--- src/rtl/uart_tx_arbiter.sv ---
// Round-robin arbiter sharing one UART transmitter among NREQ byte requesters.
// Latches the winning byte, pulses tx_start, and waits for a tick-qualified tx_done_tick or a timeout.
module uart_tx_arbiter #(
  parameter int NREQ    = 4,
  parameter int DBIT    = 8,
  parameter int SB_TICK = 16
) (
  input  logic                     clk,
  input  logic                     reset,
  input  logic [NREQ-1:0]          req_valid,
  input  logic [NREQ*DBIT-1:0]     req_data,
  output logic [NREQ-1:0]          req_ready,
  input  logic                     s_tick,
  input  logic                     tx_done_tick,
  output logic                     tx_start,
  output logic [DBIT-1:0]          tx_din,
  output logic [$clog2(NREQ)-1:0]  grant_id,
  output logic                     busy,
  output logic                     err_timeout
);

  localparam int IDW       = $clog2(NREQ);
  localparam int MIN_TICKS = 16 * (DBIT + 1);
  localparam int MAX_TICKS = MIN_TICKS + SB_TICK + 16;
  localparam int TW        = $clog2(MAX_TICKS + 1);
  localparam logic [TW-1:0] MIN_C = TW'(MIN_TICKS);
  localparam logic [TW-1:0] MAX_C = TW'(MAX_TICKS);

  typedef enum logic [1:0] {
    IDLE  = 2'd0,
    START = 2'd1,
    WAIT  = 2'd2
  } state_t;

  state_t          state_r;
  state_t          state_s;
  logic [IDW-1:0]  last_r;
  logic [IDW-1:0]  grant_r;
  logic [TW-1:0]   tick_cnt_r;
  logic [TW-1:0]   tick_inc_s;
  logic [DBIT-1:0] tx_din_r;
  logic            busy_r;
  logic            tx_start_r;
  logic            err_r;
  logic [IDW:0]    pick_s;
  logic [DBIT-1:0] win_data_s;
  logic [NREQ-1:0] ready_s;
  logic            accept_s;
  logic            done_s;
  logic            timeout_s;

  // Returns {found, index}: first valid requester scanning last+1, last+2, ... modulo NREQ.
  function automatic logic [IDW:0] rr_pick(input logic [NREQ-1:0] valid,
                                           input logic [IDW-1:0]  last);
    logic [IDW:0]   res;
    logic [IDW-1:0] idx;
    res = {(IDW+1){1'b0}};
    for (int k = NREQ; k >= 1; k--) begin
      idx = IDW'((int'(last) + k) % NREQ);
      if (valid[idx]) begin
        res = {1'b1, idx};
      end else begin
        res = res;
      end
    end
    return res;
  endfunction

  // Winner selection and its byte.
  always_comb begin
    pick_s     = rr_pick(req_valid, last_r);
    win_data_s = {DBIT{1'b0}};
    for (int i = 0; i < NREQ; i++) begin
      if (pick_s[IDW-1:0] == IDW'(i)) begin
        win_data_s = req_data[i*DBIT +: DBIT];
      end else begin
        win_data_s = win_data_s;
      end
    end
  end

  // Next-state, handshake and completion decode.
  always_comb begin
    state_s   = state_r;
    ready_s   = {NREQ{1'b0}};
    accept_s  = 1'b0;
    done_s    = 1'b0;
    timeout_s = 1'b0;
    // A tick landing with tx_done_tick counts before qualification.
    if (s_tick && (tick_cnt_r != MAX_C)) begin
      tick_inc_s = tick_cnt_r + TW'(1);
    end else begin
      tick_inc_s = tick_cnt_r;
    end
    case (state_r)
      IDLE: begin
        if (pick_s[IDW] && !reset) begin
          ready_s[pick_s[IDW-1:0]] = 1'b1;
          accept_s                 = 1'b1;
          state_s                  = START;
        end else begin
          state_s = IDLE;
        end
      end
      START: state_s = WAIT;
      WAIT: begin
        if (tx_done_tick && (tick_inc_s >= MIN_C)) begin
          done_s  = 1'b1;
          state_s = IDLE;
        end else if (tick_cnt_r == MAX_C) begin
          timeout_s = 1'b1;
          state_s   = IDLE;
        end else begin
          state_s = WAIT;
        end
      end
      default: state_s = IDLE;
    endcase
  end

  // State, grant, latched byte, tick counter and output pulse registers.
  always_ff @(posedge clk) begin
    if (reset) begin
      state_r    <= IDLE;
      last_r     <= IDW'(NREQ - 1);
      grant_r    <= {IDW{1'b0}};
      tick_cnt_r <= {TW{1'b0}};
      tx_din_r   <= {DBIT{1'b0}};
      busy_r     <= 1'b0;
      tx_start_r <= 1'b0;
      err_r      <= 1'b0;
    end else begin
      state_r    <= state_s;
      tx_start_r <= accept_s;
      err_r      <= timeout_s;
      if (accept_s) begin
        tx_din_r <= win_data_s;
        grant_r  <= pick_s[IDW-1:0];
        last_r   <= pick_s[IDW-1:0];
        busy_r   <= 1'b1;
      end else if (done_s || timeout_s) begin
        busy_r <= 1'b0;
      end else begin
        busy_r <= busy_r;
      end
      if (state_r == START) begin
        tick_cnt_r <= {TW{1'b0}};
      end else if (state_r == WAIT) begin
        tick_cnt_r <= tick_inc_s;
      end else begin
        tick_cnt_r <= tick_cnt_r;
      end
    end
  end

  assign req_ready   = ready_s;
  assign tx_start    = tx_start_r;
  assign tx_din      = tx_din_r;
  assign grant_id    = grant_r;
  assign busy        = busy_r;
  assign err_timeout = err_r;

endmodule
--- config.mk ---
export PLATFORM = sky130hd
export DESIGN_NAME = uart_tx_arbiter
export DESIGN_NICKNAME = d
export VERILOG_FILES = /design/src/rtl/uart_tx_arbiter.sv
export SDC_FILE = /design/constraint.sdc
export NUM_CORES = 1
export LEC_CHECK = 0
export ABC_CLOCK_PERIOD_IN_PS = 1950
export CELL_PAD_IN_SITES_DETAIL_PLACEMENT = 1
export CELL_PAD_IN_SITES_GLOBAL_PLACEMENT = 2
export CORE_AREA = 3 3 76 85
export DETAILED_ROUTE_END_ITERATION = 10
export DIE_AREA = 0 0 79 88
export HOLD_SLACK_MARGIN = 0.15
export PLACE_DENSITY = 0.89
export SLEW_MARGIN = 20
export SYNTH_ARGS = -nofsm -noshare
export SYNTH_HDL_FRONTEND = slang
export SYNTH_SLANG_ARGS = --single-unit
--- constraint.sdc ---
create_clock -name clk -period 1.95 [get_ports clk]
set_input_delay 0.4875 -clock clk [delete_from_list [all_inputs] [get_ports clk]]
set_output_delay 0.4875 -clock clk [all_outputs]
set_load 0.005 [all_outputs]
== Yosys cells after proc, flatten, opt, wreduce, memory -nomap -nowiden ==
Cells that the tools add are included.

* Register bits: 25
* Bits of input ports: 40
* Output and inout port bits: 17
* Word-level logic and storage cells: 71

* Add/sub/neg operators: 5
* $lt $le $gt $ge: 7
* Eq/ne operators: 7
* Muxes and demuxes: 34
* Reductions and logical operators: 10

{| class="wikitable"
|+ Operators with widths
! kind !! number
|-
| 2-to-1 mux 8 bit || 5
|-
| less-than comparator 2 x 3 -> 1 bit, second input constant || 5
|-
| 2-to-1 mux 1 bit || 15
|-
| 2-to-1 mux 3 bit || 4
|-
| adder 8 x 1 -> 8 bit, second input constant || 1
|-
| binary-select mux 1 bit (select 2 bit) || 4
|-
| == test 8 bit, second input constant || 1
|-
| >= comparator 8 bit, second input constant || 1
|-
| 2-to-1 mux 4 bit || 2
|-
| inequality test 8 bit, second input constant || 1
|-
| == test 2 bit, second input constant || 3
|-
| one-hot mux 2 bit (3 select lines) || 1
|-
| adder 2 x 1 -> 2 bit, second input constant || 2
|-
| adder 2 bit, second input constant || 2
|-
| == test 2 x 1 -> 1 bit, second input constant || 2
|-
| logical AND 1 bit || 4
|-
| zero test 2 bit || 2
|-
| 2-to-1 mux 2 bit || 2
|-
| demux 1 bit (select 2 bit) || 1
|-
| >= comparator 2 x 1 -> 1 bit, second input constant || 1
|-
| nonzero test 2 bit || 1
|-
| OR reduction 2 bit || 1
|-
| zero test 1 bit || 1
|-
| logical OR 1 bit || 1
|}

== Depth between registers and ports, before layout ==
Gate-level depths: netlist of the first run.

* Depth after elaboration: 13
* Gate-level depth with buffers: 8

== Worst setup path before layout of the first run ==
No wires, ideal clock.

* Path kind: input to output
* Start: input req_valid[0]
* End: output req_ready[0]
* Arrival: 1.415 ns
* Path slack: 0.048 ns
* Stages on the path: 7
* Path through: nor2_2 -> o22ai_1 -> a311o_1 -> buf_6 -> buf_12 -> nand2_1 -> nor2_1

* Cells in the longest elaborated chain, start to end: 12

{| class="wikitable"
|+ RTL lines
! what !! RTL line !! source
|-
| from (decl) || 10 || <nowiki>input logic [NREQ-1:0] req_valid,</nowiki>
|-
| binary-select mux 1 bit (select 2 bit) || 60 || <nowiki>if (valid[idx]) begin</nowiki>
|-
| 2-to-1 mux 1 bit (not written as such) || 60 ||
|-
| 2-to-1 mux 3 bit (3 in a row) || 60 ||
|-
| 2-to-1 mux 3 bit * || 60 ||
|-
| less-than comparator 2 x 3 -> 1 bit (not written as such) / >= comparator 2 x 1 -> 1 bit (equally long branches) || 98 || <nowiki>ready_s[pick_s[IDW-1:0]] = 1'b1;</nowiki>
|-
| logical AND 1 bit (not written as such) || 98 ||
|-
| 2-to-1 mux 1 bit (not written as such) || 98 ||
|-
| demux 1 bit (select 2 bit) || 98 ||
|-
| 2-to-1 mux 4 bit * || 97 || <nowiki>if (pick_s[IDW] && !reset) begin</nowiki>
|-
| 2-to-1 mux 4 bit * || 95 || <nowiki>case (state_r)</nowiki>
|-
| to (decl) || 12 || <nowiki>output logic [NREQ-1:0] req_ready,</nowiki>
|}

Mark *: on every way between the ends. The rest lies on a longest branch, timed or not. The select of a mux whose other input is x is not followed.

== Worst setup path in the final report of the first run ==
Same ends and word-level chain as after synthesis.

==> results by group, run 1 <==
Clock tree
  • CTS H-tree depth: 1
  • CTS Hold Bufs: 0
  • CTS tree: done
  • Clock sinks: 24
  • Clock latency of the later-clocked register in the worst-skew pair: 0.26 ns
  • Clock Pin Slew Worst Setup and Hold Paths: 0.08 ns
  • Cell at the root of the clock tree: sky130_fd_sc_hd__clkbuf_8
  • Maximum buffer depth of the clock tree: 2
  • Number of buffers added by the clock tree synthesis step: 3

Floorplan
  • I/O pins: 57
  • Initial Util: 0.2366
  • Die area: 6952 sq um
  • Placement Rows: 29
  • Core box area: 5733 sq um
  • Floorplan die width: 79 um
  • Y dimension of the die: 88 um

Logic synthesis
  • Async set-or-reset flop fraction in the synthesized netlist: 0
  • Yosys warning count: 0
  • Synth Flop Type: sky130_fd_sc_hd__dfxtp_1
  • Area fraction of the dominant cell type after synthesis: 0.3542
  • Net Count, Synth: 190
  • Average size of a mapped cell: 9.164 sq um
  • Biggest area contributors in the synthesized netlist: sky130_fd_sc_hd__dfxtp_1, sky130_fd_sc_hd__mux2i_1, sky130_fd_sc_hd__o221ai_1
  • Biggest area consumer among synthesized cells: sky130_fd_sc_hd__dfxtp_1
  • Post-synth design cell area: 1356 sq um
  • Top post-synthesis cells by count: sky130_fd_sc_hd__dfxtp_1, sky130_fd_sc_hd__mux2i_1, sky130_fd_sc_hd__nor2_1, sky130_fd_sc_hd__o221ai_1
  • Sequential cell area fraction in the yosys report: 0.3542
  • Post-synth cell types: 38
  • Cell count after synthesis: 148
  • Number of enable flip-flop cells after synthesis: 0
  • Cell with the most instances after synthesis: sky130_fd_sc_hd__dfxtp_1
  • Number of flip-flops and latches in the synthesized netlist: 24

Drt
  • Average vias per placed instance: 4.595
  • Number of antenna-violating nets in the routed design: 0
  • Total detailed-routing wirelength: 4632 um
  • Starting DRT DRC Count: 25
  • Detailed-route wire length per cell: 14.99 um
  • DR pass1 iterations: 4
  • Vias after detailed routing: 1420
  • Number of design rule violations left after detail routing: 0

Worst hold path
  • Kind of path behind the tightest hold check: flop to flop
  • Hold Path Cell Cnt: 2
  • Worst hold path endpoint: grant_id[1]
  • Startpoint of the worst hold path: grant_id[1]

Power
  • Max rail drop VDD: 316.8 uV
  • Power Density: 673.9 nW/um^2
  • P_leak: 0.9747 nW

Setup path
  • R2R Setup Slk: 0.10 ns
  • Reg-to-reg critical path endpoint: tx_din[4]
  • Kind of end point of the critical path: primary output
  • Critical setup path kind: primary input to primary output
  • Worst setup startpoint: req_valid[0]
  • Cells on worst reg2reg path: 8
  • Startpoint class of the critical path: primary input
  • Worst EP required: 1.46 ns
  • Critical-path maximum fanout: 4
  • Start of the worst register-to-register path: last_r[1]
  • Data arrival time of the worst path: 1.55 ns

Layout
  • Diode insertion count for antenna repair: 0
  • Area of all placed cells without fillers: 2337 sq um
  • Net count, final: 276
  • Layout cells sized above 1: 0.2974
  • Area growth syn-to-layout: 72.32%

STA
  • Min setup slack post-route: -0.08314 ns
  • Max-slew headroom at the worst pin: 0.7694
  • Fin crit share: 1.043
  • Fin Clk Skew: 0.001572 ns
  • Measured slew at the worst slew-check pin: 0.3460 ns
  • Final Max Slew Viols: 0
  • Unrepaired setup endpoints after global routing: true
  • Fmax achieved: 491.8 MHz
  • Setup violations, final: 4
  • Tmin final: 2.033 ns
  • Final hold violations: 0

Run status
  • Status: finished, violations left
  • Violated checks: setup timing

Global route
  • GRT Overall Usage: 0.1305
  • Maximum number of pins on one net before global-route repair: 17
  • Number of global-route vias before repair: 1485
  • Number of antenna violations at the first check in global routing: 0
  • Remaining Overflow, GRT: 0
  • Wire length of the first global-routing pass: 7258 um

Run
  • Max Cap Viol: 0

Placement
  • Weighted congestion reported at the end of routability-driven placement: 0.7219
  • HPWL reported at the end of detailed placement: 3465 um
  • Input/output buffers: 56
  • Placement-stage worst setup slack: -0.9052 ns
  • Placed cell area: 2143 sq um
state kept, by name, indices dropped and copies added, names as in the netlist:
signal	count
tick_cnt_r	8
err_timeout	1
state_r	2
busy	1
tx_din	8
grant_id	2
last_r	2
per-stage QoR:
step | hold WS (ns) | util | TNS, ns | std cells | power (mW)
5_1_grt | 0.5197 | 0.4077 | -0.5554 | 309 | 1.682
3_5_place_dp | 0.4614 | 0.3739 | -7.396 | 300 | 1.190
4_1_cts | 0.4749 | 0.3944 | 0 | 307 | 1.546
3_3_place_gp | 0.4469 | 0.3739 | -6.446 | 300 | 1.175
6_report | 0.4688 | 0.4077 | -0.2100 | 309 | 1.575
2_1_floorplan | 0.4527 | - | 0 | 148 | 0.8830
power by group:
group	switching [mW]	internal (mW)
combinational	0.273	0.411
sequential	0.0467	0.556
clock	0.150	0.138
total	0.470	1.10
layout by cell type, fill, tap and decap left out, types with 3 or more instances in the layout:
cell,instances
sky130_fd_sc_hd__clkdlybuf4s50_1,47
sky130_fd_sc_hd__nand2b_4,3
sky130_fd_sc_hd__xnor2_1,4
sky130_fd_sc_hd__inv_1,4
sky130_fd_sc_hd__clkbuf_8,3
sky130_fd_sc_hd__o221ai_1,9
sky130_fd_sc_hd__nand3b_1,8
sky130_fd_sc_hd__o31a_1,3
sky130_fd_sc_hd__mux2i_1,18
sky130_fd_sc_hd__buf_6,3
sky130_fd_sc_hd__nand2b_1,3
sky130_fd_sc_hd__buf_2,7
sky130_fd_sc_hd__nor2_2,4
sky130_fd_sc_hd__nor4_1,3
sky130_fd_sc_hd__dfxtp_1,22
sky130_fd_sc_hd__nand2_1,4
sky130_fd_sc_hd__nand2_2,4
sky130_fd_sc_hd__nor2_1,12
sky130_fd_sc_hd__buf_4,28
sky130_fd_sc_hd__nand3_1,6
sky130_fd_sc_hd__a21oi_1,3
how the worst max path moves through the flow:
stage	slack (ns)	to	cells past startpoint
after global placement	-0.82	req_ready[2]	7
after global routing	-0.17	req_ready[0]	6
after floorplan	0.05	req_ready[0]	7
after CTS	0.0005	req_ready[0]	7
final	-0.08	req_ready[0]	10
after detailed placement	-0.91	req_ready[3]	7
area by class of cell:
type | count | area [sq um]
tap | 77 | 96.34
clock buffer | 3 | 41.29
inverter | 5 | 23.77
fill | 679 | 3396
sequential | 24 | 485.5
timing repair buffer | 86 | 758.2
multi-input combinational | 114 | 932.1
metal layers:
| layer | track usage | up-vias | wire, um |
|---|---|---|---|
| met5 | 0 | - | 0 |
| met3 | 0.02572 | 4 | 130 |
| li1 | - | 713 | - |
| met4 | 0.02656 | 0 | 46 |
| met2 | 0.2427 | 23 | 2551 |
| met1 | 0.1553 | 680 | 1903 |
what timing repair did:
| item | CTS | global route |
|---|---|---|
| buffers inserted | 4 | 2 |
| pin swaps | 8 | 6 |
| resized for setup | 53 | 15 |
| endpoints found under the setup margin | 13 | 10 |
kinds of logic after synthesis:
group           share of synthesized area
buf+inv                           0.05073
flops                              0.3542
compound gates                     0.1559
xor+xnor                          0.03875
fa+ha+maj                         0.01845
simple gates                       0.2417
mux                                0.1402
worst max-delay path, stage by stage:
cell                       delay (ns)
sky130_fd_sc_hd__buf_2           0.14
sky130_fd_sc_hd__nor2_4          0.05
sky130_fd_sc_hd__buf_4           0.12
sky130_fd_sc_hd__buf_4           0.13
sky130_fd_sc_hd__a21oi_4         0.12
sky130_fd_sc_hd__nand2_2         0.10
sky130_fd_sc_hd__clkinv_4        0.09
sky130_fd_sc_hd__nand2_4         0.06
sky130_fd_sc_hd__nor2_1          0.12
sky130_fd_sc_hd__buf_2           0.14
(Power assumes the default switching activity.)
==> run 2, diff against run 1 <==
- CORE_AREA: 3 3 76 85 -> 4 4 77 86
- CTS_CLUSTER_SIZE: default -> 20
- DIE_AREA: 0 0 79 88 -> 0 0 81 90
- SETUP_SLACK_MARGIN: default -> 0.3
==> results by group, run 2 (synthesis gave the netlist of run 1 again) <==
Power
  • Max rail drop VDD: 295.6 uV
  • P_leak: 1.061 nW
  • Power Density: 663.1 nW/um^2

Placement
  • HPWL reported at the end of detailed placement: 3476 um
  • Input/output buffers: 56
  • Weighted congestion reported at the end of routability-driven placement: 0.7325

Clock tree
  • CTS tree: done
  • Maximum buffer depth of the clock tree: 2
  • CTS H-tree depth: 1
  • Clock Pin Slew Worst Setup and Hold Paths: 0.09 ns
  • Clock sinks: 24
  • CTS Hold Bufs: 0
  • Cell at the root of the clock tree: sky130_fd_sc_hd__clkbuf_8
  • Number of buffers added by the clock tree synthesis step: 3
  • Clock latency of the later-clocked register in the worst-skew pair: 0.26 ns

Floorplan
  • I/O pins: 57
  • Core box area: 5733 sq um
  • Initial Util: 0.2366
  • Y dimension of the die: 90 um
  • Floorplan die width: 81 um
  • Placement Rows: 29
  • Die area: 7290 sq um

STA
  • Fin Clk Skew: 0.002295 ns
  • Fin crit share: 1.077
  • Final Max Slew Viols: 0
  • Tmin final: 2.101 ns
  • Final total negative setup slack: -0.4117 ns
  • Fmax achieved: 476.0 MHz
  • Max-slew headroom at the worst pin: 0.7533
  • Hold_ws: 0.4669 ns
  • Setup violations, final: 4
  • Final hold violations: 0
  • Unrepaired setup endpoints after global routing: true
  • Min setup slack post-route: -0.1509 ns
  • Measured slew at the worst slew-check pin: 0.3700 ns

Layout
  • FILL cells: 688
  • Layout cells sized above 1: 0.4603
  • Leading cell type in the layout, fill and taps excluded: sky130_fd_sc_hd__clkdlybuf4s50_1
  • Commonest cells after routing, fill and taps aside: sky130_fd_sc_hd__clkdlybuf4s50_1, sky130_fd_sc_hd__buf_4, sky130_fd_sc_hd__dfxtp_1
  • Area growth syn-to-layout: 89.94%
  • Diode insertion count for antenna repair: 0
  • Net count, final: 282

Setup path
  • Kind of end point of the critical path: primary output
  • Start of the worst register-to-register path: tick_cnt_r[0]
  • Critical setup path kind: primary input to primary output
  • Startpoint class of the critical path: primary input
  • Critical-path maximum fanout: 3
  • Worst setup startpoint: req_valid[1]
  • Worst EP required: 1.46 ns
  • Data arrival time of the worst path: 1.61 ns

Drt
  • Number of design rule violations left after detail routing: 0
  • Number of antenna-violating nets in the routed design: 0
  • Vias after detailed routing: 1453
  • Total detailed-routing wirelength: 4833 um
  • Starting DRT DRC Count: 28
  • Detailed-route wire length per cell: 15.29 um
  • Average vias per placed instance: 4.598
  • DR pass1 iterations: 4

Run
  • Max Cap Viol: 0

Global route
  • Number of antenna violations at the first check in global routing: 0
  • GRT Overall Usage: 0.1321
  • Maximum number of pins on one net before global-route repair: 17
  • Number of global-route vias before repair: 1625
  • Wire length of the first global-routing pass: 7665 um
  • Remaining Overflow, GRT: 0

Worst hold path
  • Kind of path behind the tightest hold check: flop to flop
  • Startpoint of the worst hold path: grant_id[1]

Run status
  • Violated checks: setup timing
  • Status: finished, violations left
[run 2: layout make-up]
cell class / count / area (sq um) / share of cell area
Tap cell: 77 / 96.34 / 0.03740
Clock buffer: 4 / 55.05 / 0.02137
Sequential cell: 24 / 500.5 / 0.1943
Inverter: 5 / 23.77 / 0.009228
Multi-Input combinational cell: 114 / 1065 / 0.4133
Timing Repair Buffer: 92 / 835.8 / 0.3244
[run 2: power by group]
part / switching (mW) / leakage, nW / internal [mW] / total [mW]
Clock: 0.162 / 0.0288 / 0.180 / 0.342
Sequential: 0.0454 / 0.200 / 0.558 / 0.603
Combinational: 0.313 / 0.832 / 0.450 / 0.763
[run 2: per-layer routing]
layer  track usage  part of all wire  vias up
li1              -                 -      727
met1        0.1346              0.37      684
met2        0.2582              0.58       38
met3       0.02200             0.039        4
met4       0.04648             0.012        0
met5             0                 0        -
[run 2: stage by stage]
stage	cells	instance area (sq um)	util	total power, mW	setup slack, ns
finish	316	2576	0.4494	1.708	-0.1509
global route	316	2576	0.4494	1.809	-0.1952
CTS	314	2366	0.4127	1.614	-0.1502
detailed placement	296	2141	0.3734	1.196	-0.8866
global placement	296	2141	0.3734	1.182	-0.8560
floorplan	148	1384	-	0.8996	0.1463
[run 2: final timing paths]
kind | to | slack (ns) | cells past startpoint
worst max-delay path | req_ready[2] | -0.15 | 8
worst min-delay path | grant_id[1] | 0.47 | 2
worst max register to register | busy | 0.32 | 6
worst min register to register | grant_id[1] | 0.47 | 2
[run 2: repair_timing]
action | CTS | global route
buffers inserted | 14 | 2
resized for setup | 69 | 47
endpoints found under the setup margin | 25 | 24
pin swaps | 15 | 13
[run 2: critical path: stages]
cell,delay [ns]
sky130_fd_sc_hd__buf_8,0.10
sky130_fd_sc_hd__nor2_4,0.11
sky130_fd_sc_hd__o22ai_2,0.09
sky130_fd_sc_hd__a311o_1,0.31
sky130_fd_sc_hd__buf_4,0.15
sky130_fd_sc_hd__nand2b_4,0.14
sky130_fd_sc_hd__nor2_2,0.10
sky130_fd_sc_hd__buf_2,0.12
==> run 3, diff against run 2 <==
- RECOVER_POWER: default -> 50
==> results by group, run 3 (synthesis gave the netlist of run 1 again) <==
Power
  • Power Density: 665.8 nW/um^2
  • Switching Power: 0.5205 mW
  • Switching power as a share of total power: 0.3051
  • Sequential group share of total power: 0.353
  • Relative contribution of the clock network to total power: 0.200
  • P_leak: 1.012 nW
  • Internal: 1.186 mW
  • Post-layout power: 1.706 mW
  • Max rail drop VDD: 295.5 uV
  • Portion of total power attributed to combinational logic: 0.446

Drt
  • Vias after detailed routing: 1450
  • Total detailed-routing wirelength: 4836 um
  • DR pass1 iterations: 4
  • Starting DRT DRC Count: 25
  • Met3 wire len: 193 um
  • Met2 wire length: 2796 um
  • Metal-1 WL: 1787 um
  • Number of design rule violations left after detail routing: 0
  • Average vias per placed instance: 4.589
  • Number of antenna-violating nets in the routed design: 0
  • Detailed-route wire length per cell: 15.30 um
  • Top layer in use: met4

Layout
  • Leading cell type in the layout, fill and taps excluded: sky130_fd_sc_hd__clkdlybuf4s50_1
  • Area growth syn-to-layout: 88.93%
  • Layout cells sized above 1: 0.4477
  • Total area of sequential cells: 499.2 sq um
  • Multi-input gate area in the final layout: 1060 sq um
  • Net count, final: 282
  • Area of all placed cells without fillers: 2562 sq um
  • FILL cells: 688
  • Diode insertion count for antenna repair: 0
  • Commonest cells after routing, fill and taps aside: sky130_fd_sc_hd__clkdlybuf4s50_1, sky130_fd_sc_hd__buf_4, sky130_fd_sc_hd__dfxtp_1

STA
  • Unrepaired setup endpoints after global routing: true
  • Fmax achieved: 476.2 MHz
  • Tmin final: 2.100 ns
  • Measured slew at the worst slew-check pin: 0.3690 ns
  • Max-slew headroom at the worst pin: 0.7540
  • Min setup slack post-route: -0.1502 ns
  • Final hold violations: 0
  • Setup violations, final: 4
  • Fin crit share: 1.077
  • Final Max Slew Viols: 0
  • Fin Clk Skew: 0.002514 ns

Setup path
  • Cells on worst reg2reg path: 7
  • Critical setup path kind: primary input to primary output
  • R2R Setup Slk: 0.33 ns
  • Startpoint class of the critical path: primary input
  • Reg-to-reg critical path endpoint: busy
  • Kind of end point of the critical path: primary output
  • Start of the worst register-to-register path: tick_cnt_r[0]
  • Worst EP required: 1.46 ns
  • Critical-path maximum fanout: 3
  • Data arrival time of the worst path: 1.61 ns

Floorplan
  • Core box area: 5733 sq um
  • Placement Rows: 29
  • Y dimension of the die: 90 um
  • Floorplan die width: 81 um
  • Initial Util: 0.2366
  • Die area: 7290 sq um
  • I/O pins: 57

Worst hold path
  • Kind of path behind the tightest hold check: flop to flop
  • Hold Path Cell Cnt: 2
  • Worst hold path endpoint: grant_id[1]
  • Startpoint of the worst hold path: grant_id[1]

Run status
  • Violated checks: setup timing
  • Status: finished, violations left

Run
  • Max Cap Viol: 0

Clock tree
  • Maximum buffer depth of the clock tree: 2
  • CTS tree: done
  • Clock Pin Slew Worst Setup and Hold Paths: 0.09 ns
  • Clock latency of the later-clocked register in the worst-skew pair: 0.26 ns
  • Cell at the root of the clock tree: sky130_fd_sc_hd__clkbuf_8
  • Number of buffers added by the clock tree synthesis step: 3
  • CTS H-tree depth: 1
  • Clock sinks: 24

Placement
  • Placed cell area: 2141 sq um
  • HPWL reported at the end of detailed placement: 3476 um
  • Weighted congestion reported at the end of routability-driven placement: 0.7325
  • Input/output buffers: 56

Global route
  • GRT Overall Usage: 0.1321
  • Maximum number of pins on one net before global-route repair: 17
  • Number of global-route vias before repair: 1625
  • Wire length of the first global-routing pass: 7665 um
  • Remaining Overflow, GRT: 0
  • Number of antenna violations at the first check in global routing: 0
run 3: timing repair:
item	4_1_cts	5_1_grt
pin swaps	15	13
gates resized for setup	69	47
buffers inserted	14	2
endpoints found under the setup margin	25	24
hold buffers	0	0
run 3: metrics by stage:
stage | hold slack (ns) | worst slack [ns] | utilization | instances | TNS, ns
2_1_floorplan | 0.4527 | 0.1463 | - | 148 | 0
3_3_place_gp | 0.4540 | -0.8560 | 0.3734 | 296 | -7.682
3_5_place_dp | 0.4681 | -0.8866 | 0.3734 | 296 | -8.639
4_1_cts | 0.4787 | -0.1502 | 0.4127 | 314 | -0.3562
5_1_grt | 0.5112 | -0.1952 | 0.4470 | 316 | -0.6890
6_report | 0.4701 | -0.1502 | 0.4470 | 316 | -0.4093
run 3: power by group through the flow:
stage	Clock, mW	Combinational (mW)	Sequential [mW]
5_1_grt	0.378	0.816	0.613
6_report	0.342	0.762	0.603
2_1_floorplan	0	0.298	0.601
3_5_place_dp	0	0.586	0.610
3_3_place_gp	0	0.575	0.607
4_1_cts	0.359	0.653	0.603
run 3: how the worst max path moves through the flow:
stage,slack (ns),end,from,depth (start not counted)
2_1_floorplan,0.15,req_ready[2],req_valid[0],6
3_3_place_gp,-0.86,req_ready[3],req_valid[1],8
3_5_place_dp,-0.89,req_ready[3],req_valid[3],8
4_1_cts,-0.15,req_ready[3],req_valid[1],8
5_1_grt,-0.20,req_ready[2],req_valid[1],8
6_report,-0.15,req_ready[2],req_valid[1],8
run 3: critical path, stage by stage:
cell and delay (ns):
sky130_fd_sc_hd__buf_8 0.10, sky130_fd_sc_hd__nor2_4 0.11, sky130_fd_sc_hd__o22ai_2 0.09, sky130_fd_sc_hd__a311o_1 0.31
sky130_fd_sc_hd__buf_4 0.15, sky130_fd_sc_hd__nand2b_4 0.14, sky130_fd_sc_hd__nor2_2 0.10, sky130_fd_sc_hd__buf_2 0.12
run 3: layout make-up:
| cell class | count | share of cell area |
|---|---|---|
| Multi-Input combinational cell | 114 | 0.4136 |
| Inverter | 5 | 0.009277 |
| Timing Repair Buffer | 92 | 0.3232 |
| Sequential cell | 24 | 0.1948 |
| Clock buffer | 4 | 0.02148 |
| Tap cell | 77 | 0.03760 |
run 3: per-layer routing:
metal	track usage	up-vias
met2	0.2582	38
met5	0	-
li1	-	726
met4	0.04648	0
met3	0.02200	4
met1	0.1346	682
